<file path="src/rtl/muldiv_pkg.sv">
// -----------------------------------------------------------------------------
// muldiv_pkg
//   Shared definitions for the iterative RV32M/RV64M multiply/divide unit:
//   funct3 operation encodings, FSM state encodings and small decode helpers
//   describing the signedness and class of each operation.
// -----------------------------------------------------------------------------
package muldiv_pkg;

   // funct3 encodings of the M-extension operations
   typedef enum logic [2:0] {
      MD_MUL    = 3'd0,
      MD_MULH   = 3'd1,
      MD_MULHSU = 3'd2,
      MD_MULHU  = 3'd3,
      MD_DIV    = 3'd4,
      MD_DIVU   = 3'd5,
      MD_REM    = 3'd6,
      MD_REMU   = 3'd7
   } md_op_e;

   // Engine sequencing states
   typedef enum logic [1:0] {
      ST_IDLE  = 2'd0,
      ST_CALC  = 2'd1,
      ST_FIXUP = 2'd2,
      ST_DONE  = 2'd3
   } md_state_e;

   // Divide and remainder operations share funct3[2]
   function automatic logic op_is_div(input md_op_e op);
      return op[2];
   endfunction

   function automatic logic op_is_rem(input md_op_e op);
      return (op == MD_REM) || (op == MD_REMU);
   endfunction

   // rs1 is interpreted as signed
   function automatic logic op_a_signed(input md_op_e op);
      return (op == MD_MULH) || (op == MD_MULHSU) || (op == MD_DIV) || (op == MD_REM);
   endfunction

   // rs2 is interpreted as signed
   function automatic logic op_b_signed(input md_op_e op);
      return (op == MD_MULH) || (op == MD_DIV) || (op == MD_REM);
   endfunction

endpackage

</file>
<file path="src/rtl/muldiv_iter_step.sv">
// -----------------------------------------------------------------------------
// muldiv_iter_step
//   Combinational BPC-bit iteration shared by multiply and divide. Both use a
//   2*XLEN accumulator {hi, lo}:
//     multiply : hi = partial product, lo = remaining multiplier bits;
//                m_i is the multiplicand.
//     divide   : hi = partial remainder, lo = dividend shifting out / quotient
//                shifting in; m_i is the divisor (restoring algorithm).
// Ports
//   is_div_i  select restoring-divide step instead of shift-add step
//   acc_i     current accumulator
//   m_i       multiplicand or divisor magnitude
//   acc_o     accumulator after BPC bits of work
// -----------------------------------------------------------------------------
module muldiv_iter_step
   import muldiv_pkg::*;
#(
   parameter int XLEN = 32,
   parameter int BPC  = 1
) (
   input  logic              is_div_i,
   input  logic [2*XLEN-1:0] acc_i,
   input  logic [XLEN-1:0]   m_i,
   output logic [2*XLEN-1:0] acc_o
);

   logic [BPC-1:0]         digit_s;
   logic [XLEN+BPC-1:0]    pprod_s;
   logic [XLEN+BPC-1:0]    sum_s;
   logic [2*XLEN+BPC-1:0]  mul_ext_s;
   logic [2*XLEN-1:0]      mul_res_s;
   logic [XLEN-1:0]        rem_s;
   logic [XLEN-1:0]        quo_s;
   logic [XLEN:0]          trial_s;
   logic [XLEN:0]          diff_s;

   // Shift-add: add multiplicand*digit into the high half, then shift right
   // by BPC; the carry bits of the sum land at the top of the new high half.
   always_comb begin
      digit_s   = acc_i[BPC-1:0];
      pprod_s   = {{BPC{1'b0}}, m_i} * {{XLEN{1'b0}}, digit_s};
      sum_s     = {{BPC{1'b0}}, acc_i[2*XLEN-1:XLEN]} + pprod_s;
      mul_ext_s = {sum_s, acc_i[XLEN-1:0]};
      mul_res_s = mul_ext_s[2*XLEN+BPC-1:BPC];
   end

   // Restoring division, one quotient bit per inner iteration
   always_comb begin
      rem_s   = acc_i[2*XLEN-1:XLEN];
      quo_s   = acc_i[XLEN-1:0];
      trial_s = {(XLEN+1){1'b0}};
      diff_s  = {(XLEN+1){1'b0}};
      for (int i = 0; i < BPC; i++) begin
         trial_s = {rem_s, quo_s[XLEN-1]};
         quo_s   = {quo_s[XLEN-2:0], 1'b0};
         diff_s  = trial_s - {1'b0, m_i};
         if (trial_s >= {1'b0, m_i}) begin
            // partial remainder < divisor, so the difference fits in XLEN bits
            rem_s    = diff_s[XLEN-1:0];
            quo_s[0] = 1'b1;
         end else begin
            rem_s    = trial_s[XLEN-1:0];
         end
      end
   end

   // Result select
   always_comb begin
      if (is_div_i) begin
         acc_o = {rem_s, quo_s};
      end else begin
         acc_o = mul_res_s;
      end
   end

endmodule

</file>
<file path="src/rtl/muldiv_unit.sv">
// -----------------------------------------------------------------------------
// muldiv_unit
//   Iterative RV32M/RV64M multiply/divide engine with valid/ready handshakes.
//   FSM IDLE -> CALC (XLEN/BPC cycles) -> FIXUP -> DONE -> IDLE; division by
//   zero and signed overflow bypass CALC and go straight to DONE.
// Ports
//   clk, rst         clock (rising edge), asynchronous active-high reset
//   flush            abort any in-flight op; dominates all other inputs
//   in_valid/ready   request handshake (ready only while IDLE)
//   in_op/a/b/tag    funct3, rs1, rs2 and destination tag
//   out_valid/ready  result handshake; result held until accepted
//   out_res/out_tag  result and the tag of the op that produced it
//   busy             engine not IDLE
// -----------------------------------------------------------------------------
module muldiv_unit
   import muldiv_pkg::*;
#(
   parameter int XLEN  = 32,
   parameter int BPC   = 1,
   parameter int TAG_W = 5
) (
   input  logic             clk,
   input  logic             rst,
   input  logic             flush,
   input  logic             in_valid,
   output logic             in_ready,
   input  logic [2:0]       in_op,
   input  logic [XLEN-1:0]  in_a,
   input  logic [XLEN-1:0]  in_b,
   input  logic [TAG_W-1:0] in_tag,
   output logic             out_valid,
   input  logic             out_ready,
   output logic [XLEN-1:0]  out_res,
   output logic [TAG_W-1:0] out_tag,
   output logic             busy
);

   localparam int N     = XLEN / BPC;
   localparam int CNT_W = (N > 1) ? $clog2(N) : 1;
   localparam logic [XLEN-1:0] MIN_NEG  = {1'b1, {(XLEN-1){1'b0}}};
   localparam logic [XLEN-1:0] ALL_ONES = {XLEN{1'b1}};

   md_state_e         state_q;
   md_op_e            op_q;
   logic [TAG_W-1:0]  tag_q;
   logic              neg_q;
   logic [CNT_W-1:0]  cnt_q;
   logic [XLEN-1:0]   m_q;
   logic [2*XLEN-1:0] acc_q;
   logic [2*XLEN-1:0] acc_d;
   logic [XLEN-1:0]   res_q;
   logic [TAG_W-1:0]  res_tag_q;

   md_op_e            op_s;
   logic              a_neg_s;
   logic              b_neg_s;
   logic              res_neg_s;
   logic [XLEN-1:0]   a_mag_s;
   logic [XLEN-1:0]   b_mag_s;
   logic [XLEN-1:0]   m_init_s;
   logic [2*XLEN-1:0] acc_init_s;
   logic              special_s;
   logic [XLEN-1:0]   special_res_s;
   logic [2*XLEN-1:0] prod_fix_s;
   logic [XLEN-1:0]   lo_fix_s;
   logic [XLEN-1:0]   hi_fix_s;
   logic [XLEN-1:0]   fix_res_s;

   assign op_s = md_op_e'(in_op);

   // Operand magnitudes, result sign and initial engine operands
   always_comb begin
      a_neg_s = op_a_signed(op_s) & in_a[XLEN-1];
      b_neg_s = op_b_signed(op_s) & in_b[XLEN-1];
      if (a_neg_s) begin
         a_mag_s = {XLEN{1'b0}} - in_a;
      end else begin
         a_mag_s = in_a;
      end
      if (b_neg_s) begin
         b_mag_s = {XLEN{1'b0}} - in_b;
      end else begin
         b_mag_s = in_b;
      end
      // remainder follows the dividend; everything else follows the product sign
      if (op_is_rem(op_s)) begin
         res_neg_s = a_neg_s;
      end else begin
         res_neg_s = a_neg_s ^ b_neg_s;
      end
      if (op_is_div(op_s)) begin
         m_init_s   = b_mag_s;
         acc_init_s = {{XLEN{1'b0}}, a_mag_s};
      end else begin
         m_init_s   = a_mag_s;
         acc_init_s = {{XLEN{1'b0}}, b_mag_s};
      end
   end

   // Division by zero and signed overflow resolve without iterating
   always_comb begin
      special_s     = 1'b0;
      special_res_s = {XLEN{1'b0}};
      if (op_is_div(op_s) && (in_b == {XLEN{1'b0}})) begin
         special_s = 1'b1;
         if (op_is_rem(op_s)) begin
            special_res_s = in_a;
         end else begin
            special_res_s = ALL_ONES;
         end
      end else if (((op_s == MD_DIV) || (op_s == MD_REM)) &&
                   (in_a == MIN_NEG) && (in_b == ALL_ONES)) begin
         special_s = 1'b1;
         if (op_s == MD_REM) begin
            special_res_s = {XLEN{1'b0}};
         end else begin
            special_res_s = in_a;
         end
      end else begin
         special_s     = 1'b0;
         special_res_s = {XLEN{1'b0}};
      end
   end

   // Sign correction and half selection applied in FIXUP
   always_comb begin
      if (neg_q) begin
         prod_fix_s = {(2*XLEN){1'b0}} - acc_q;
         lo_fix_s   = {XLEN{1'b0}} - acc_q[XLEN-1:0];
         hi_fix_s   = {XLEN{1'b0}} - acc_q[2*XLEN-1:XLEN];
      end else begin
         prod_fix_s = acc_q;
         lo_fix_s   = acc_q[XLEN-1:0];
         hi_fix_s   = acc_q[2*XLEN-1:XLEN];
      end
      case (op_q)
         MD_MUL:                       fix_res_s = acc_q[XLEN-1:0];
         MD_MULH, MD_MULHSU, MD_MULHU: fix_res_s = prod_fix_s[2*XLEN-1:XLEN];
         MD_DIV, MD_DIVU:              fix_res_s = lo_fix_s;
         MD_REM, MD_REMU:              fix_res_s = hi_fix_s;
         default:                      fix_res_s = {XLEN{1'b0}};
      endcase
   end

   muldiv_iter_step #(
      .XLEN (XLEN),
      .BPC  (BPC)
   ) u_step (
      .is_div_i (op_is_div(op_q)),
      .acc_i    (acc_q),
      .m_i      (m_q),
      .acc_o    (acc_d)
   );

   // Main FSM, iteration counter, operand capture and output registers
   always_ff @(posedge clk or posedge rst) begin
      if (rst) begin
         state_q   <= ST_IDLE;
         op_q      <= MD_MUL;
         tag_q     <= {TAG_W{1'b0}};
         neg_q     <= 1'b0;
         cnt_q     <= {CNT_W{1'b0}};
         m_q       <= {XLEN{1'b0}};
         acc_q     <= {(2*XLEN){1'b0}};
         res_q     <= {XLEN{1'b0}};
         res_tag_q <= {TAG_W{1'b0}};
      end else if (flush) begin
         state_q <= ST_IDLE;
      end else begin
         case (state_q)
            ST_IDLE: begin
               if (in_valid) begin
                  op_q  <= op_s;
                  tag_q <= in_tag;
                  neg_q <= res_neg_s;
                  if (special_s) begin
                     res_q     <= special_res_s;
                     res_tag_q <= in_tag;
                     state_q   <= ST_DONE;
                  end else begin
                     m_q     <= m_init_s;
                     acc_q   <= acc_init_s;
                     cnt_q   <= CNT_W'(N - 1);
                     state_q <= ST_CALC;
                  end
               end
            end
            ST_CALC: begin
               acc_q <= acc_d;
               if (cnt_q == {CNT_W{1'b0}}) begin
                  state_q <= ST_FIXUP;
               end else begin
                  cnt_q <= cnt_q - {{(CNT_W-1){1'b0}}, 1'b1};
               end
            end
            ST_FIXUP: begin
               res_q     <= fix_res_s;
               res_tag_q <= tag_q;
               state_q   <= ST_DONE;
            end
            ST_DONE: begin
               if (out_ready) begin
                  state_q <= ST_IDLE;
               end
            end
            default: state_q <= ST_IDLE;
         endcase
      end
   end

   assign in_ready  = (state_q == ST_IDLE);
   assign busy      = (state_q != ST_IDLE);
   assign out_valid = (state_q == ST_DONE);
   assign out_res   = res_q;
   assign out_tag   = res_tag_q;

endmodule
</file>
<file path="config.mk">
export PLATFORM = sky130hd
export DESIGN_NAME = muldiv_unit
export DESIGN_NICKNAME = d
export VERILOG_FILES = /design/src/rtl/muldiv_pkg.sv /design/src/rtl/muldiv_iter_step.sv /design/src/rtl/muldiv_unit.sv
export SDC_FILE = /design/constraint.sdc
export NUM_CORES = 1
export LEC_CHECK = 0
export ABC_AREA = 1
export CAP_MARGIN = 20
export CORE_ASPECT_RATIO = 1.2
export CORE_MARGIN = 3
export CORE_UTILIZATION = 45
export DETAILED_ROUTE_END_ITERATION = 10
export REMOVE_ABC_BUFFERS = 1
export SLEW_MARGIN = 10
export SYNTH_ARGS = -nofsm -noshare
export SYNTH_HDL_FRONTEND = slang
export SYNTH_SLANG_ARGS = --single-unit
</file>
<file path="constraint.sdc">
create_clock -name clk -period 6.7 [get_ports clk]
set_input_delay 1.005 -clock clk [delete_from_list [all_inputs] [get_ports clk]]
set_output_delay 1.005 -clock clk [all_outputs]
set_load 0.01 [all_outputs]
</file>
Word level (Yosys, flattened, before mapping)
Index checks and enable logic that the tools add are counted.
{"block": "word_totals", "register_bits": 149, "inputBits": 77, "output_inout_bits": 40}
{"block": "op_classes", "addsub": 8, "mul": 1, "order_cmp": 1, "eq_ne": 24, "muxes": 37, "bitwise_logic": 5, "n_reduce_logical": 26}
{"op": "$mux W32", "count": 13}
{"op": "$mux W64", "count": 4}
{"op": "$pmux W32 S4", "count": 1}
{"op": "$pmux W64 S2", "count": 1}
{"op": "$sub A1 B32 Y32 const A", "count": 4}
{"op": "$eq A32 B32 Y1 const B", "count": 2}
{"op": "$pmux W32 S2", "count": 1}
{"op": "$sub A1 B64 Y64 const A", "count": 1}
{"op": "$add A32 B33 Y33", "count": 1}
{"op": "$ge A33 B32 Y1", "count": 1}
{"op": "$mul A32 B1 Y33", "count": 1}
{"op": "$logic_not A32 Y1", "count": 1}
{"op": "$sub A32 B32 Y32", "count": 1}
{"op": "$mux W5", "count": 5}
{"op": "$eq A3 B3 Y1 const B", "count": 7}
{"op": "$pmux W5 S2", "count": 2}
{"op": "$reduce_and A4 Y1", "count": 3}
{"op": "$mux W2", "count": 5}
{"op": "$eq A3 B2 Y1 const B", "count": 3}
{"op": "$pmux W2 S4", "count": 1}
{"op": "$logic_or A1 B1 Y1", "count": 7}
{"op": "$eq A3 B1 Y1 const B", "count": 2}
{"op": "$ne A2 B2 Y1 const B", "count": 3}
{"op": "$ne A3 B3 Y1 const B", "count": 2}
{"op": "18 further kinds", "count": 30}

Depth between registers and ports, before layout
{"block": "depth", "ltp_word": 10, "mapped_depth": 19, "ltp_nobuf": 19}

Cells and area by module
Synthesis repeated with hierarchy kept, for this count alone.
{"block": "unflattened", "hier_cells": 3654, "hier_area_um2": 19919.1}
{"module": "muldiv_unit", "instances": 1, "cells_per_inst": 2377, "area_per_inst_um2": 13684.4, "seq_area_each_um2": 3728.6}
{"module": "muldiv_iter_step", "instances": 1, "cells_per_inst": 1277, "area_per_inst_um2": 6234.7, "seq_area_each_um2": 0.0}

Worst setup path before layout
No wires, ideal clock.
{"block": "synth_timing", "kind": "input -> register", "startpoint": "input port in_a[0]", "endpoint": "register acc_q[24]", "t_arrival_ns": 2.445, "t_required_ns": 6.583, "slack_ns": 4.138, "path_stages": 14, "n_path_buf": 1, "path_cell_list": "inv_1 ha_1 nand2_2 nor2_2 nand2_1 nor2_1 nand3_2 nand3_2 nand2_4 nand2_4 inv_2 buf_2 nor2_1 nor2_1"}
{"block": "synth_via", "elab_chain_len": 7}
{"element": "start, declared", "line_no": "muldiv_unit.sv:28", "rtl": "input logic [XLEN-1:0] in_a,"}
{"element": "parallel branches: the longest is 7 deep, another holds $sub A1 B32 Y32"}
{"element": "end signal, assigned", "line_no": "muldiv_unit.sv:164", "rtl": "acc_q <= {(2*XLEN){1'b0}};"}
{"element": "end signal, assigned", "line_no": "muldiv_unit.sv:182", "rtl": "acc_q <= acc_init_s;"}
{"element": "end, declared", "line_no": "muldiv_unit.sv:49", "rtl": "logic [2*XLEN-1:0] acc_q;"}
Several ways; the timed one is not identified. The select of a mux whose other input is x is not followed.
A chain may end at the register's enable or synchronous reset.

Worst setup path after layout
{"block": "layout_timing", "startpoint": "input port in_a[0]", "endpoint": "register acc_q[8]"}
Same word-level chain as after synthesis.

==> run summary <==
max-cap viol count = 0
Tot GR Track Use = 40.3%
Most Crowded Layer GR = met2
CTS tree = done
CORE AREA = 0.0423 mm²
DRC marker count from the first detailed-route iteration = 2601
fin crit share = 60.5%
first-pass iteration count of the detailed router = 6
post-synthesis sequential area ratio = 19.1%
Yosys warning count = 0
EDFF count, synth = 0
Fmax = 0.247 GHz
WL final = 94.5 mm
H-tree depth = 4
Critical Path AT = 4380 ps
crit start category = input port
vias per cell = 5.81
max_slew headroom = 18.3%
met1 usage = 46.3%
GRT met2 Usage = 67.2%
post-synthesis adder-cell area fraction = 5.01%
Min Hold Slack = 485 ps
combinational family with the most area after synthesis = simple AND/OR/NAND/NOR gates
Post-Synth XOR/XNOR Area = 2.56%
HP Class = reg -> reg
worst setup path class = in -> reg
Worst-Skew Late Latency = 470 ps
Final TNS setup = 0 ps
Top FF cell, synth = dfrtp_1
num rows = 82
I/O pin cnt = 117
Yosys reg bits = 149
Slew @ Worst Pin = 1210 ps
setup bufs post-CTS = 0
CP max FO = 50
CP endpoint kind = flip-flop
CTS Buffer Depth = 2
mux contribution to synthesized area = 0.288%
Worst Skew = 14.1 ps
Synth async-reset ratio = 100%
Clock Pin Slew Worst Setup and Hold Paths = 70 ps
DPL Wire Length = 76.4 mm
first-pass GRT wire length = 139 mm
Crit-path slowest cell = inv_2
placed inst area = 0.0209 mm²
dpl cells = 4130
Synth Area in Compound Gates = 12.7%
vias in the first global route = 22700
Cell variety after synth = 54
largest net degree at the start of global routing = 82
wire per inst = 22.7 µm
Final setup viols = 0
fin area = 0.0214 mm²
outcome = complete, no violations
die span in y = 234 µm
Hold Vio Cnt, Final = 0
Max IR drop VDD = 0.000382 V
residual DRC count = 0
Root Driver = clkbuf_16
Cells after Synth = 3574
share of post-route cells with drive strength above 1 = 4.04%
port buffer count = 116
global placement routability congestion = 1.10
Die Wd = 196 µm
initial antenna violation count = 0
P_leak = 11.2 nW
die area = 0.0459 mm²
Simple-Gate Fraction of Synth Area = 48.4%
post-route setup slack = 2650 ps
Tmin final = 4050 ps
Routed Antenna Nets = 0
Synth Area per Inst = 5.46 µm²
worst path bufs/invs = 3
pwr/cell area = 524 mW/mm²
netlist area before placement = 0.0195 mm²
Clock Sinks = 149
Core Util, Final = 50.7%
setup slack at placement = 2300 ps
post-cts gate resize count = 0
fin. max-slew vios = 0
crit-path cells = clkdlybuf4s50_1 > inv_1 > ha_1 > nand2_2 > nor2_2 > nand2_1 > nor2_1 > nand3_2 > nand3_2 > nand2_4 > nand2_4 > inv_2 > nand3_1 > o21ai_1
CP delay by family, top = simple AND/OR/NAND/NOR gates
RSZ-0062 raised after global routing = false
fin nets = 3757
GRT overflow = 0
synthesis-to-layout area growth = 9.79%
slowest stage delay, CP = 530 ps
hold_buf cts = 0
met3 Use GR = 7.00%
final cell count without fillers = 4163
CP Data Required Time = 7030 ps
post-layout power = 11.2 mW
Initial Utilization = 46.2%
Num CTS Buffers = 17
via count = 24200
[flip-flops by register name, indices dropped and copies added (netlist names)]
register  count
acc_q        64
m_q          32
out_res      32
cnt_q         5
out_tag       5
tag_q         5
op_q          3
state_q       2
neg_q         1
[tightest hold or removal path, stage by stage, from the launching register on]
cell and delay (ps):
dfrtp_1 350, nand2_1 50, nand2_1 60
[cell usage after synthesis, types with 6 or more instances]
cell type	number	area, µm²
inv_1	432	1620
o22ai_1	12	75.1
clkbuf_1	69	259
nor2_2	22	138
nand3_2	14	140
nand2_2	17	106
a21oi_1	160	801
nand4_1	36	225
ha_1	75	938
buf_2	21	105
dfrtp_1	149	3730
o21ai_0	193	966
o21bai_1	18	135
nand3b_1	17	128
xor2_1	37	324
inv_2	15	56.3
xnor2_1	20	175
o211ai_1	30	225
o21ai_1	24	120
nand2_1	1208	4530
and2_1	8	50.1
or2_2	6	37.5
nor2_1	512	1920
buf_1	9	33.8
nor3_1	26	130
a31oi_1	10	62.6
buf_4	8	60.1
nand3_1	375	1880
buf_6	11	124
[worst paths after layout]
kind / start / end / slack [ps] / depth (start not counted)
hold / removal: out_res[7] / out_res[7] / 490 / 2
setup / recovery: in_a[0] / acc_q[8] / 2650 / 14
max in group asynchronous: rst / acc_q[57] / 4450 / 3
hold reg to reg: out_res[7] / out_res[7] / 490 / 2
setup reg to reg: acc_q[0] / acc_q[59] / 2850 / 16
min in group asynchronous: rst / out_res[12] / 1030 / 2
[cells in the final DEF, fill, tap and decap left out, drive strengths merged, types with 17 or more instances in the layout]
master / synthesis / final
nand2: 1229 / 1229
nor2: 537 / 537
inv: 447 / 453
nand3: 390 / 390
o21ai: 217 / 217
a21oi: 161 / 161
dfrtp: 149 / 149
clkdlybuf4s50: 0 / 115
ha: 75 / 75
xor2: 37 / 37
nand4: 37 / 37
o211ai: 30 / 30
nor3: 28 / 28
xnor2: 20 / 20
buf: 52 / 19
o21bai: 18 / 18
clkbuf: 72 / 18
nand3b: 17 / 17
[layer usage]
| layer | routed length [µm] | vias up |
|---|---|---|
| met3 | 7880 | 348 |
| met4 | 8690 | 0 |
| met2 | 43000 | 1376 |
| met1 | 34900 | 11000 |
| met5 | 0 | - |
| li1 | - | 11400 |
[final cells by class]
type	instances	area, µm²
timing repair buffer	134	1290
antenna	1	2.50
multi-input combinational	2854	13500
sequential	149	3740
inverter	447	1680
clock inverter	14	141
tap	546	683
clock buffer	18	439
fill	4628	20800
[cells by family (layout without fill, tap and decap cells)]
| kind of cell | count (synthesis) | in the layout |
|---|---|---|
| compound gates | 457 | 457 |
| xor+xnor | 57 | 57 |
| fa+ha+maj | 77 | 77 |
| buf+inv | 571 | 613 |
| flops | 149 | 149 |
| mux | 5 | 5 |
| other cells | 0 | 1 |
| simple gates | 2258 | 2258 |
[report_power, final]
part,internal [mW],switching (mW),leakage [nW]
Combinational,2.42,5.77,9.08
Sequential,1.32,0.727,1.87
Clock,0.532,0.472,0.289
Total,4.27,6.97,11.2
Power figures use the tool's default switching activity.
